--- src/rtl/i2c_target_regfile.sv ---
// rtl/i2c_target_regfile.sv - I2C target exposing four 8-bit registers with a protected reg3
module i2c_target_regfile #(
  parameter logic [6:0]  I2C_ADDR = 7'h10,
  parameter logic [31:0] REG_RST  = 32'h0
) (
  input  logic        clk,
  input  logic        arst_i,
  input  logic        domain,
  input  logic        scl_i,
  input  logic        sda_i,
  output logic        sda_o,
  output logic        sda_oen,
  output logic [31:0] reg_out,
  output logic        wr_stb,
  output logic        busy
);

  typedef enum logic [3:0] {
    S_IDLE, S_ADDR, S_ADDR_ACK, S_PTR, S_PTR_ACK,
    S_WDATA, S_WDATA_ACK, S_RDATA, S_RDATA_ACK, S_WAIT_STOP
  } state_t;

  state_t      r_state;
  logic        r_scl_s1, r_scl_s2, r_scl_d;
  logic        r_sda_s1, r_sda_s2, r_sda_d;
  logic [3:0]  r_bitcnt;
  logic [7:0]  r_shift;
  logic        r_rw;
  logic [1:0]  r_ptr;
  logic [31:0] r_regs;
  logic        r_sda_oen;
  logic        r_wr_stb;
  logic        r_busy;

  logic       w_scl_rise, w_scl_fall, w_start, w_stop, w_last_bit;
  logic [7:0] w_byte, w_rd_byte;

  assign w_scl_rise = r_scl_s2 & ~r_scl_d;
  assign w_scl_fall = ~r_scl_s2 & r_scl_d;
  assign w_start    = r_scl_s2 & r_scl_d & r_sda_d & ~r_sda_s2;
  assign w_stop     = r_scl_s2 & r_scl_d & ~r_sda_d & r_sda_s2;
  assign w_last_bit = (r_bitcnt == 4'd7);
  assign w_byte     = {r_shift[6:0], r_sda_s2};
  // Unprivileged requesters see reg3 as zero.
  assign w_rd_byte  = (r_ptr == 2'd3 && !domain) ? 8'h00 : r_regs[{r_ptr, 3'b000} +: 8];

  assign sda_o   = 1'b0;
  assign sda_oen = r_sda_oen;
  assign reg_out = r_regs;
  assign wr_stb  = r_wr_stb;
  assign busy    = r_busy;

  always_ff @(posedge clk or negedge arst_i) begin
    if (!arst_i) begin
      r_state   <= S_IDLE;
      r_scl_s1  <= 1'b1;
      r_scl_s2  <= 1'b1;
      r_scl_d   <= 1'b1;
      r_sda_s1  <= 1'b1;
      r_sda_s2  <= 1'b1;
      r_sda_d   <= 1'b1;
      r_bitcnt  <= 4'd0;
      r_shift   <= 8'h00;
      r_rw      <= 1'b0;
      r_ptr     <= 2'd0;
      r_regs    <= REG_RST;
      r_sda_oen <= 1'b1;
      r_wr_stb  <= 1'b0;
      r_busy    <= 1'b0;
    end else begin
      r_scl_s1 <= scl_i;
      r_scl_s2 <= r_scl_s1;
      r_scl_d  <= r_scl_s2;
      r_sda_s1 <= sda_i;
      r_sda_s2 <= r_sda_s1;
      r_sda_d  <= r_sda_s2;
      r_wr_stb <= 1'b0;
      if (w_start) begin
        r_state   <= S_ADDR;
        r_bitcnt  <= 4'd0;
        r_sda_oen <= 1'b1;
        r_busy    <= 1'b1;
      end else if (w_stop) begin
        r_state   <= S_IDLE;
        r_sda_oen <= 1'b1;
        r_busy    <= 1'b0;
      end else begin
        case (r_state)
          S_ADDR, S_PTR, S_WDATA: begin
            if (w_scl_rise) begin
              r_shift  <= w_byte;
              r_bitcnt <= r_bitcnt + 4'd1;
              if (w_last_bit) begin
                r_bitcnt <= 4'd0;
                case (r_state)
                  S_ADDR: begin
                    if (w_byte[7:1] == I2C_ADDR) begin
                      r_rw    <= w_byte[0];
                      r_state <= S_ADDR_ACK;
                    end else begin
                      r_state <= S_WAIT_STOP;
                      r_busy  <= 1'b0;
                    end
                  end
                  S_PTR: begin
                    r_ptr   <= w_byte[1:0];
                    r_state <= S_PTR_ACK;
                  end
                  default: begin
                    if (r_ptr != 2'd3 || domain) begin
                      r_regs[{r_ptr, 3'b000} +: 8] <= w_byte;
                      r_wr_stb <= 1'b1;
                    end
                    r_ptr   <= r_ptr + 2'd1;
                    r_state <= S_WDATA_ACK;
                  end
                endcase
              end
            end
          end
          // bitcnt 0: first fall starts ACK; 1: fall after the ACK clock ends it.
          S_ADDR_ACK, S_PTR_ACK, S_WDATA_ACK: begin
            if (w_scl_rise) begin
              r_bitcnt <= 4'd1;
            end else if (w_scl_fall) begin
              if (r_bitcnt == 4'd0) begin
                r_sda_oen <= 1'b0;
              end else begin
                r_bitcnt  <= 4'd0;
                r_sda_oen <= 1'b1;
                if (r_state == S_ADDR_ACK && r_rw) begin
                  r_state   <= S_RDATA;
                  r_shift   <= w_rd_byte;
                  r_sda_oen <= w_rd_byte[7];
                end else if (r_state == S_ADDR_ACK) begin
                  r_state <= S_PTR;
                end else begin
                  r_state <= S_WDATA;
                end
              end
            end
          end
          S_RDATA: begin
            if (w_scl_rise) begin
              r_bitcnt <= r_bitcnt + 4'd1;
            end else if (w_scl_fall) begin
              if (r_bitcnt == 4'd8) begin
                r_sda_oen <= 1'b1;
                r_bitcnt  <= 4'd0;
                r_state   <= S_RDATA_ACK;
              end else begin
                r_shift   <= {r_shift[6:0], 1'b0};
                r_sda_oen <= r_shift[6];
              end
            end
          end
          S_RDATA_ACK: begin
            if (w_scl_rise) begin
              if (r_sda_s2) begin
                r_state <= S_WAIT_STOP;
                r_busy  <= 1'b0;
              end else begin
                r_ptr <= r_ptr + 2'd1;
              end
            end else if (w_scl_fall) begin
              r_state   <= S_RDATA;
              r_shift   <= w_rd_byte;
              r_sda_oen <= w_rd_byte[7];
            end
          end
          default: ;
        endcase
      end
    end
  end

endmodule

--- config.mk ---
export PLATFORM = sky130hd
export DESIGN_NAME = i2c_target_regfile
export DESIGN_NICKNAME = d
export VERILOG_FILES = /design/src/rtl/i2c_target_regfile.sv
export SDC_FILE = /design/constraint.sdc
export NUM_CORES = 1
export LEC_CHECK = 0
export BUFFER_PORTS_ARGS = -buffer_cell sky130_fd_sc_hd__buf_2
export CAP_MARGIN = 20
export CORE_AREA = 2 2 110 69
export DETAILED_ROUTE_END_ITERATION = 8
export DIE_AREA = 0 0 112 71
export HOLD_SLACK_MARGIN = 0.06
export PLACE_DENSITY = 0.82
export SYNTH_ARGS = -nofsm -noshare
export SYNTH_HDL_FRONTEND = slang
export SYNTH_SLANG_ARGS = --single-unit
--- constraint.sdc ---
create_clock -name clk -period 2.15 [get_ports clk]
set_input_delay 0.215 -clock clk [delete_from_list [all_inputs] [get_ports clk]]
set_output_delay 0.215 -clock clk [all_outputs]
set_load 0.02 [all_outputs]
== After elaboration in Yosys (flattened, before gate mapping) ==
Cells that the tools add are included.
W data, S select, Z words.

* $add $sub $neg: 3
* Eq/ne operators: 49
* Shifts and indexed selects: 3
* Mux-type cells: 76
* Bitwise logic cells: 14
* Reductions and logical operators: 22

{| class="wikitable"
|+ Operator list
! cell !! count
|-
| $mux W4 || 24
|-
| $ne A4 B4 Y1 const B || 18
|-
| $mux W7 || 10
|-
| $reduce_and A7 Y1 || 5
|-
| $bwmux W32 || 1
|-
| $ne A2 B2 Y1 const B || 16
|-
| $shift A8 B7 Y32 const A || 1
|-
| $shiftx A32 B6 Y8 || 1
|-
| $shiftx A8 B7 Y32 || 1
|-
| $pmux W7 S4 || 1
|-
| $mux W1 || 26
|-
| $eq A4 B3 Y1 const B || 5
|-
| $pmux W4 S4 || 1
|-
| $reduce_and A13 Y1 || 1
|-
| $pmux W4 S3 || 1
|-
| $reduce_bool A4 Y1 || 3
|-
| $reduce_and A11 Y1 || 1
|-
| $ne A5 B5 Y1 const B || 2
|-
| $eq A4 B2 Y1 const B || 2
|-
| $eq A4 B4 Y1 const B || 2
|-
| $mux W2 || 4
|-
| $mux W8 || 1
|-
| $pmux W2 S2 || 2
|-
| $pmux W4 S2 || 1
|-
| 22 further kinds || 37
|}

* Bits in registers: 59
* Input port bits: 5
* Output and inout bits: 36

== Depth between registers and ports, before layout ==
* Depth in word-level cells: 10
* Gate-level depth with buffers: 9

== Worst setup path after synthesis ==
No wires, ideal clock.

* Kind: register to register
* Start: register r_ptr[0]
* End: register r_regs[10] (netlist: reg_out[10])
* Library setup time: 0.064 ns
* Arrival: 2.224 ns
* Path slack: -0.138 ns
* Stages on the path, launching flop included: 10
* Path buffers: 3
* Cell sequence: dfrtp_1 > ha_1 > clkbuf_1 > nand2b_1 > clkbuf_2 > a21boi_1 > nor4b_4 > clkbuf_1 > nand4_1 > a21bo_1

* Word-level cells in the longest chain between the ends: 3

{| class="wikitable"
|+ Ends and longest elaborated chain
! item !! line !! RTL
|-
| start: declaration || 29 || <nowiki>logic [1:0] r_ptr;</nowiki>
|-
| start signal: assignment || 106 || <nowiki>r_ptr <= w_byte[1:0];</nowiki>
|-
| start signal: assignment || 114 || <nowiki>r_ptr <= r_ptr + 2'd1;</nowiki>
|-
| start signal: assignment || 163 || <nowiki>r_ptr <= r_ptr + 2'd1;</nowiki>
|-
| $neg A5 Y7 / $ne A2 B2 Y1 (equally long branches) || 111, 110 ||
|-
| $shiftx A8 B7 Y32 (tied with other cells) || 111 || <nowiki>r_regs[{r_ptr, 3'b000} +: 8] <= w_byte;</nowiki>
|-
| $bwmux W32 / $reduce_and A7 Y1 (equally long branches) || n/a ||
|-
| end signal: indexed assignment || 111 ||
|-
| end: declaration || 30 || <nowiki>logic [31:0] r_regs;</nowiki>
|}

Parallel ways exist; a longest one is shown, timed or not.
A chain may end at the register's enable or synchronous reset.

== Worst setup path after layout ==
* Start: register r_shift[3]
* End: register r_state[0]

* Word-level cells in the longest chain between the ends: 8

{| class="wikitable"
|+ Ends and longest elaborated chain
! item !! line !! RTL
|-
| start: declaration || 27 || <nowiki>logic [7:0] r_shift;</nowiki>
|-
| start signal: assignment || 91 || <nowiki>r_shift <= w_byte;</nowiki>
|-
| start signal: assignment || 133 || <nowiki>r_shift <= w_rd_byte;</nowiki>
|-
| start signal: assignment || 152 || <nowiki>r_shift <= {r_shift[6:0], 1'b0};</nowiki>
|-
| $eq A7 B5 Y1 || 97 || <nowiki>if (w_byte[7:1] == I2C_ADDR) begin</nowiki>
|-
| $mux W4 || 97 ||
|-
| $pmux W4 S2 || 95 || <nowiki>case (r_state)</nowiki>
|-
| $mux W4 || 93 || <nowiki>if (w_last_bit) begin</nowiki>
|-
| $mux W4 || 90 || <nowiki>if (w_scl_rise) begin</nowiki>
|-
| $pmux W4 S4 || 88 || <nowiki>case (r_state)</nowiki>
|-
| $mux W4 || 83 || <nowiki>end else if (w_stop) begin</nowiki>
|-
| $mux W4 || 78 || <nowiki>if (w_start) begin</nowiki>
|-
| end signal: assignment || 79 || <nowiki>r_state <= S_ADDR;</nowiki>
|-
| end signal: assignment || 84 || <nowiki>r_state <= S_IDLE;</nowiki>
|-
| end signal: assignment || 99 || <nowiki>r_state <= S_ADDR_ACK;</nowiki>
|-
| end: declaration || 23 || <nowiki>state_t r_state;</nowiki>
|}

Every way passes these cells. The select of a mux whose other input is x is not followed.

==> results.md <==
Placement:
- The worst slack after detailed placement is -0.0107 ns.
- In this run the tool buffered the top-level ports with 39 buffer cells.
- After detailed placement, the design holds a cell count of 501.
- The weighted congestion reported at the end of routability-driven placement is slightly above 1.
- Summed over all nets, the half-perimeter wirelength after detailed placement is between 7000 and 8000 µm.

Synth:
- Yosys printed 0 warnings.
- The synthesized netlist cell count is 352.
- The leading area contributor after synthesis is sky130_fd_sc_hd__dfrtp_1.
- In this run the biggest area consumer among cell types represents a little over a third of the synthesized area.
- In this run the mean area of a mapped cell was roughly 10 µm².
- After synthesis, the largest family of logic cells by area is simple AND/OR/NAND/NOR gates.
- The synthesized design contains 0 enable-type register cells.
- The most frequent cell after synthesis is sky130_fd_sc_hd__dfrtp_1.
- The area of the mapped netlist is ~3600 µm².
- The synthesized-area fraction occupied by adder cells is roughly 3.5%.
- The synthesized netlist devotes ~20% of its cell area to compound gates.
- Counting distinct cell types in the post-synthesis netlist gives 60.
- The xor/xnor cell area share of the yosys netlist is less than 1%.
- Summing the areas of all and, or, nand and nor instances in the mapped netlist gives between 20% and 30% of the synthesized area.
- The commonest cells after synthesis are sky130_fd_sc_hd__dfrtp_1, sky130_fd_sc_hd__nand4_1, sky130_fd_sc_hd__a21bo_1.
- In the synthesized netlist the async set-or-reset flop fraction comes to 100%.
- The number of synthesized register bits is about 60.
- The multiplexer area fraction after synthesis is about 9.1%.
- The most used flip-flop cell after synthesis is sky130_fd_sc_hd__dfrtp_1.
- By area the synthesized netlist is led by sky130_fd_sc_hd__dfrtp_1, sky130_fd_sc_hd__a21bo_1, sky130_fd_sc_hd__nand4_1.
- Counting every net in the synthesized netlist gives around 370.
- The sequential fraction of the synthesis area is roughly two fifths.

Setup path:
- The logic depth of the worst register-to-register path is 5.
- In this run the critical register-to-register path is captured at r_state[0]$_DFFE_PN0P_.
- The data arrival time of the worst path is around 2.5 ns.
- The endpoint type of the worst setup path is a flip-flop.
- Of all nets on the critical path, the largest fanout is 2.
- The critical path goes through nor4_1 -> a31oi_2 -> nor3_1 -> o31ai_1 -> mux2_1.
- The largest single stage delay on the critical path is around 0.75 ns.
- The cell with the largest stage delay on the worst path is sky130_fd_sc_hd__nor4_1.
- The critical path required time is around 2.4 ns.
- The critical path is of the reg2reg type.
- The startpoint of the lowest-slack register-to-register path is r_shift[3]$_DFFE_PN0P_.
- The worst register-to-register path has a setup slack of -0.1 ns.
- STA classifies the critical path startpoint as a flip-flop.

STA:
- The worst-case headroom to the max-slew limit is 43.2%.
- Setup violations remaining at the end of the flow were counted as 3.
- The part of the cycle the worst path needs is 105%.
- The final hold violation count was 0.
- The measured slew at the worst slew-check pin is between 0.8 and 0.9 ns.
- The timing-limited maximum frequency is approximately 440 MHz.
- Setup repair after global routing could not meet its margin everywhere.
- The number of max-slew violations in the final report is 0.
- The final period demand of the worst path is between 2 and 2.5 ns.
- The post-route clock skew is 0.0111 ns.
- Across all setup checks in the final design, the least slack found is -0.0988 ns.

Min path:
- The tightest min-delay check is of the reg2reg type.
- The worst hold path begins at r_scl_s1$_DFF_PN1_.
- The hold-critical path depth is 0.
- The capture endpoint of the worst hold path is r_scl_s2$_DFF_PN1_.

Global routing:
- The total global routing track utilization is around 28%.
- The met3 track demand over resource in global routing is under 10%.
- The routing usage on met1 is between 40 and 50%.
- The fraction of met2 tracks used by global routing is a little over a third.
- The final global-route overflow total is 0.
- The maximum number of pins on one net before global-route repair is 38.
- The wire length of the first global-routing pass is approximately 17000 µm.
- The most used routing layer is met1.
- The via count of the first global-routing pass is approximately 3100.
- The initial antenna violation count is 0.

Power and ir drop:
- In this run, flip-flops and latches consume between 20% and 30% of the power.
- The switching part of the total is a little over two fifths.
- Per report_power, the combinational group accounts for between 50% and 60% of the total.
- The static leakage power is 2.48 nW.
- The worst-case IR drop observed on VDD is 0.963 mV.
- The power density over the cells is 1260 nW/µm².
- Cell internal power was estimated by the tool at about 3.4 mW.
- In this run the power spent charging and discharging nets is about 2.5 mW.
- The share of total power dissipated in the clock network is 23.7%.

Routing:
- After detailed routing, the number of remaining DRC violations is 0.
- Detailed routing inserted a total of ~3500 vias.
- The number of DRC violations after detailed-routing iteration 0 is 550.
- After detailed routing, the total wire length is approximately 12000 µm.
- Dividing the detail-routed via count by the number of cells gives 6.64.
- After detailed routing, the average wire length per cell comes to about 22 µm.
- Once detail routing completed, the nets flagged for antenna violations numbered 0.
- The number of iterations in the first detailed-routing pass is 7.

Floorplanning:
- The core region is roughly 7000 µm².
- The initialized floorplan defines 24 standard-cell rows.
- The die covers roughly 8000 µm².
- The initial core utilization is between 50% and 60%.
- The width of the die is between 100 and 150 µm.
- 41 I/O pins were placed.
- The die is between 70 and 80 µm tall.

Clocking:
- CTS saw between 50 and 60 sinks.
- The CTS tree is done.
- The tree is rooted in a sky130_fd_sc_hd__clkbuf_16.
- After clock tree synthesis, the clock-pin slew on the worst setup and hold paths is around 0.050 ns.
- No sink is reached through more buffers than the 2 on the longest clock path.
- The later pin in the worst-skew pair is clocked with a latency of approximately 0.33 ns.
- The number of H-tree levels is 3.
- Buffers inserted during clock tree synthesis total 9.

Outcome:
- The run finished, with violations left.
- The checks that failed: negative setup slack.

Layout:
- The share of post-route cells with drive strength above 1 is between 30% and 40%.
- The net total in the final layout is 450.
- The synthesis-to-finish area growth is 31.7%.
- The antenna diode count is 0.
- After filler insertion, the fill cell instance count of the layout stands at about 510.
- The core utilization of the finished layout is about two thirds.
- The finished layout holds around 530 standard cells, fillers aside.

Job:
- Max-cap violations in this run came to 0.
[power groups by stage]
stage / combinational (mW) / sequential [mW] / clock, mW
after global placement: 2.65 / 1.51 / 0
final: 3.01 / 1.52 / 1.40
after global routing: 3.18 / 1.54 / 1.46
after detailed placement: 2.69 / 1.52 / 0
after CTS: 2.78 / 1.50 / 1.41
after floorplan: 1.69 / 1.49 / 0
[worst max-delay path by stage]
stage / start / endpoint / slack, ns / cells past startpoint
2_1_floorplan: r_ptr[0]$_DFFE_PN0P_ / reg_out[10]$_DFFE_PN0P_ / -0.04 / 9
3_3_place_gp: r_scl_d$_DFF_PN1_ / r_state[1]$_DFFE_PN0P_ / 0.04 / 7
3_5_place_dp: r_scl_d$_DFF_PN1_ / r_state[0]$_DFFE_PN0P_ / -0.01 / 7
4_1_cts: r_state[2]$_DFFE_PN0P_ / r_ptr[0]$_DFFE_PN0P_ / 0.02 / 7
5_1_grt: r_state[2]$_DFFE_PN0P_ / r_state[0]$_DFFE_PN0P_ / -0.10 / 6
6_report: r_shift[3]$_DFFE_PN0P_ / r_state[0]$_DFFE_PN0P_ / -0.1 / 5
[layer usage]
| layer | wire length, µm | part of all wire [%] | up-vias |
|---|---|---|---|
| met4 | 329 | 2.8 | 0 |
| met5 | 0 | 0 | - |
| met1 | 4830 | 41 | 1676 |
| met2 | 4780 | 41 | 299 |
| met3 | 1740 | 15 | 52 |
| li1 | - | - | 1499 |
[final cells by class]
cell class                      instances  area [µm²]  area share [%]
Multi-Input combinational cell        256        2050            43.5
Sequential cell                        59        1490            31.6
Timing Repair Buffer                   98         724            15.4
Clock buffer                           11         233            4.94
Tap cell                               91         114            2.42
Clock inverter                          5        56.3            1.19
Inverter                               11        45.0           0.956
[through the flow]
step / total power, mW / setup TNS (ns) / cell area [µm²] / hold slack [ns]
after floorplan: 3.17 / -1.04 / 3660 / -0.0806
after global placement: 4.16 / 0 / 4210 / 0.234
after detailed placement: 4.22 / -0.0144 / 4210 / 0.245
after CTS: 5.69 / 0 / 4540 / 0.357
after global routing: 6.18 / -0.697 / 4710 / 0.360
final: 5.94 / -0.192 / 4710 / 0.355
[flip-flops by register name, summed over array words and instances, names as in the netlist]
| signal | flops |
|---|---|
| r_rw | 1 |
| r_scl_s2 | 1 |
| r_sda_d | 1 |
| r_bitcnt | 4 |
| r_ptr | 2 |
| busy | 1 |
| r_state | 4 |
| sda_oen | 1 |
| r_shift | 7 |
| reg_out | 32 |
| r_sda_s1 | 1 |
| r_scl_s1 | 1 |
| r_scl_d | 1 |
| wr_stb | 1 |
| r_sda_s2 | 1 |
[logic make-up after synthesis]
kind of cell,Yosys count
xor+xnor,2
simple gates,135
other cells,1
buf+inv,37
flops,59
mux,21
compound gates,87
fa+ha+maj,10
[cell usage in the layout (no fill, tap or decap), types with 3 or more instances in the layout]
master | synthesis | final
sky130_fd_sc_hd__o22ai_1 | 6 | 6
sky130_fd_sc_hd__buf_12 | 0 | 4
sky130_fd_sc_hd__nor3b_1 | 3 | 3
sky130_fd_sc_hd__nor2_1 | 13 | 13
sky130_fd_sc_hd__o21ai_0 | 3 | 3
sky130_fd_sc_hd__nor4_1 | 4 | 4
sky130_fd_sc_hd__mux2_1 | 11 | 11
sky130_fd_sc_hd__nor3_1 | 10 | 9
sky130_fd_sc_hd__a21bo_1 | 33 | 33
sky130_fd_sc_hd__nand2_1 | 28 | 24
sky130_fd_sc_hd__a21oi_1 | 10 | 9
sky130_fd_sc_hd__dfrtp_1 | 52 | 50
sky130_fd_sc_hd__and3_1 | 3 | 3
sky130_fd_sc_hd__a31oi_1 | 4 | 3
sky130_fd_sc_hd__dlygate4sd3_1 | 0 | 3
sky130_fd_sc_hd__nand2_2 | 0 | 3
sky130_fd_sc_hd__nand4_1 | 34 | 34
sky130_fd_sc_hd__o31ai_1 | 4 | 4
sky130_fd_sc_hd__nand2b_1 | 5 | 4
sky130_fd_sc_hd__inv_1 | 11 | 10
sky130_fd_sc_hd__nor2b_1 | 3 | 3
sky130_fd_sc_hd__nand3b_1 | 4 | 4
sky130_fd_sc_hd__nand3_1 | 15 | 15
sky130_fd_sc_hd__dfstp_2 | 7 | 7
sky130_fd_sc_hd__mux4_2 | 8 | 8
sky130_fd_sc_hd__buf_2 | 1 | 39
sky130_fd_sc_hd__clkbuf_16 | 0 | 10
sky130_fd_sc_hd__buf_4 | 1 | 49
sky130_fd_sc_hd__ha_1 | 10 | 7
[worst max-delay path, delay by kind of cell (launching register included)]
family | cells | cell delay, ns
AOI/OAI and AO/OA | 2 | 0.39
DFF | 1 | 0.38
muxes | 1 | 0.32
and+or+nand+nor | 2 | 1.03
[timing repair]
action                                  CTS  global route
endpoints found under the hold margin    20             0
resized for setup                         3            14
pin swaps                                 0             5
gates cloned                              0             3
hold buffers                              3             0
endpoints found under the setup margin    4            46
setup buffers                             0             8
(Power assumes the default switching activity.)
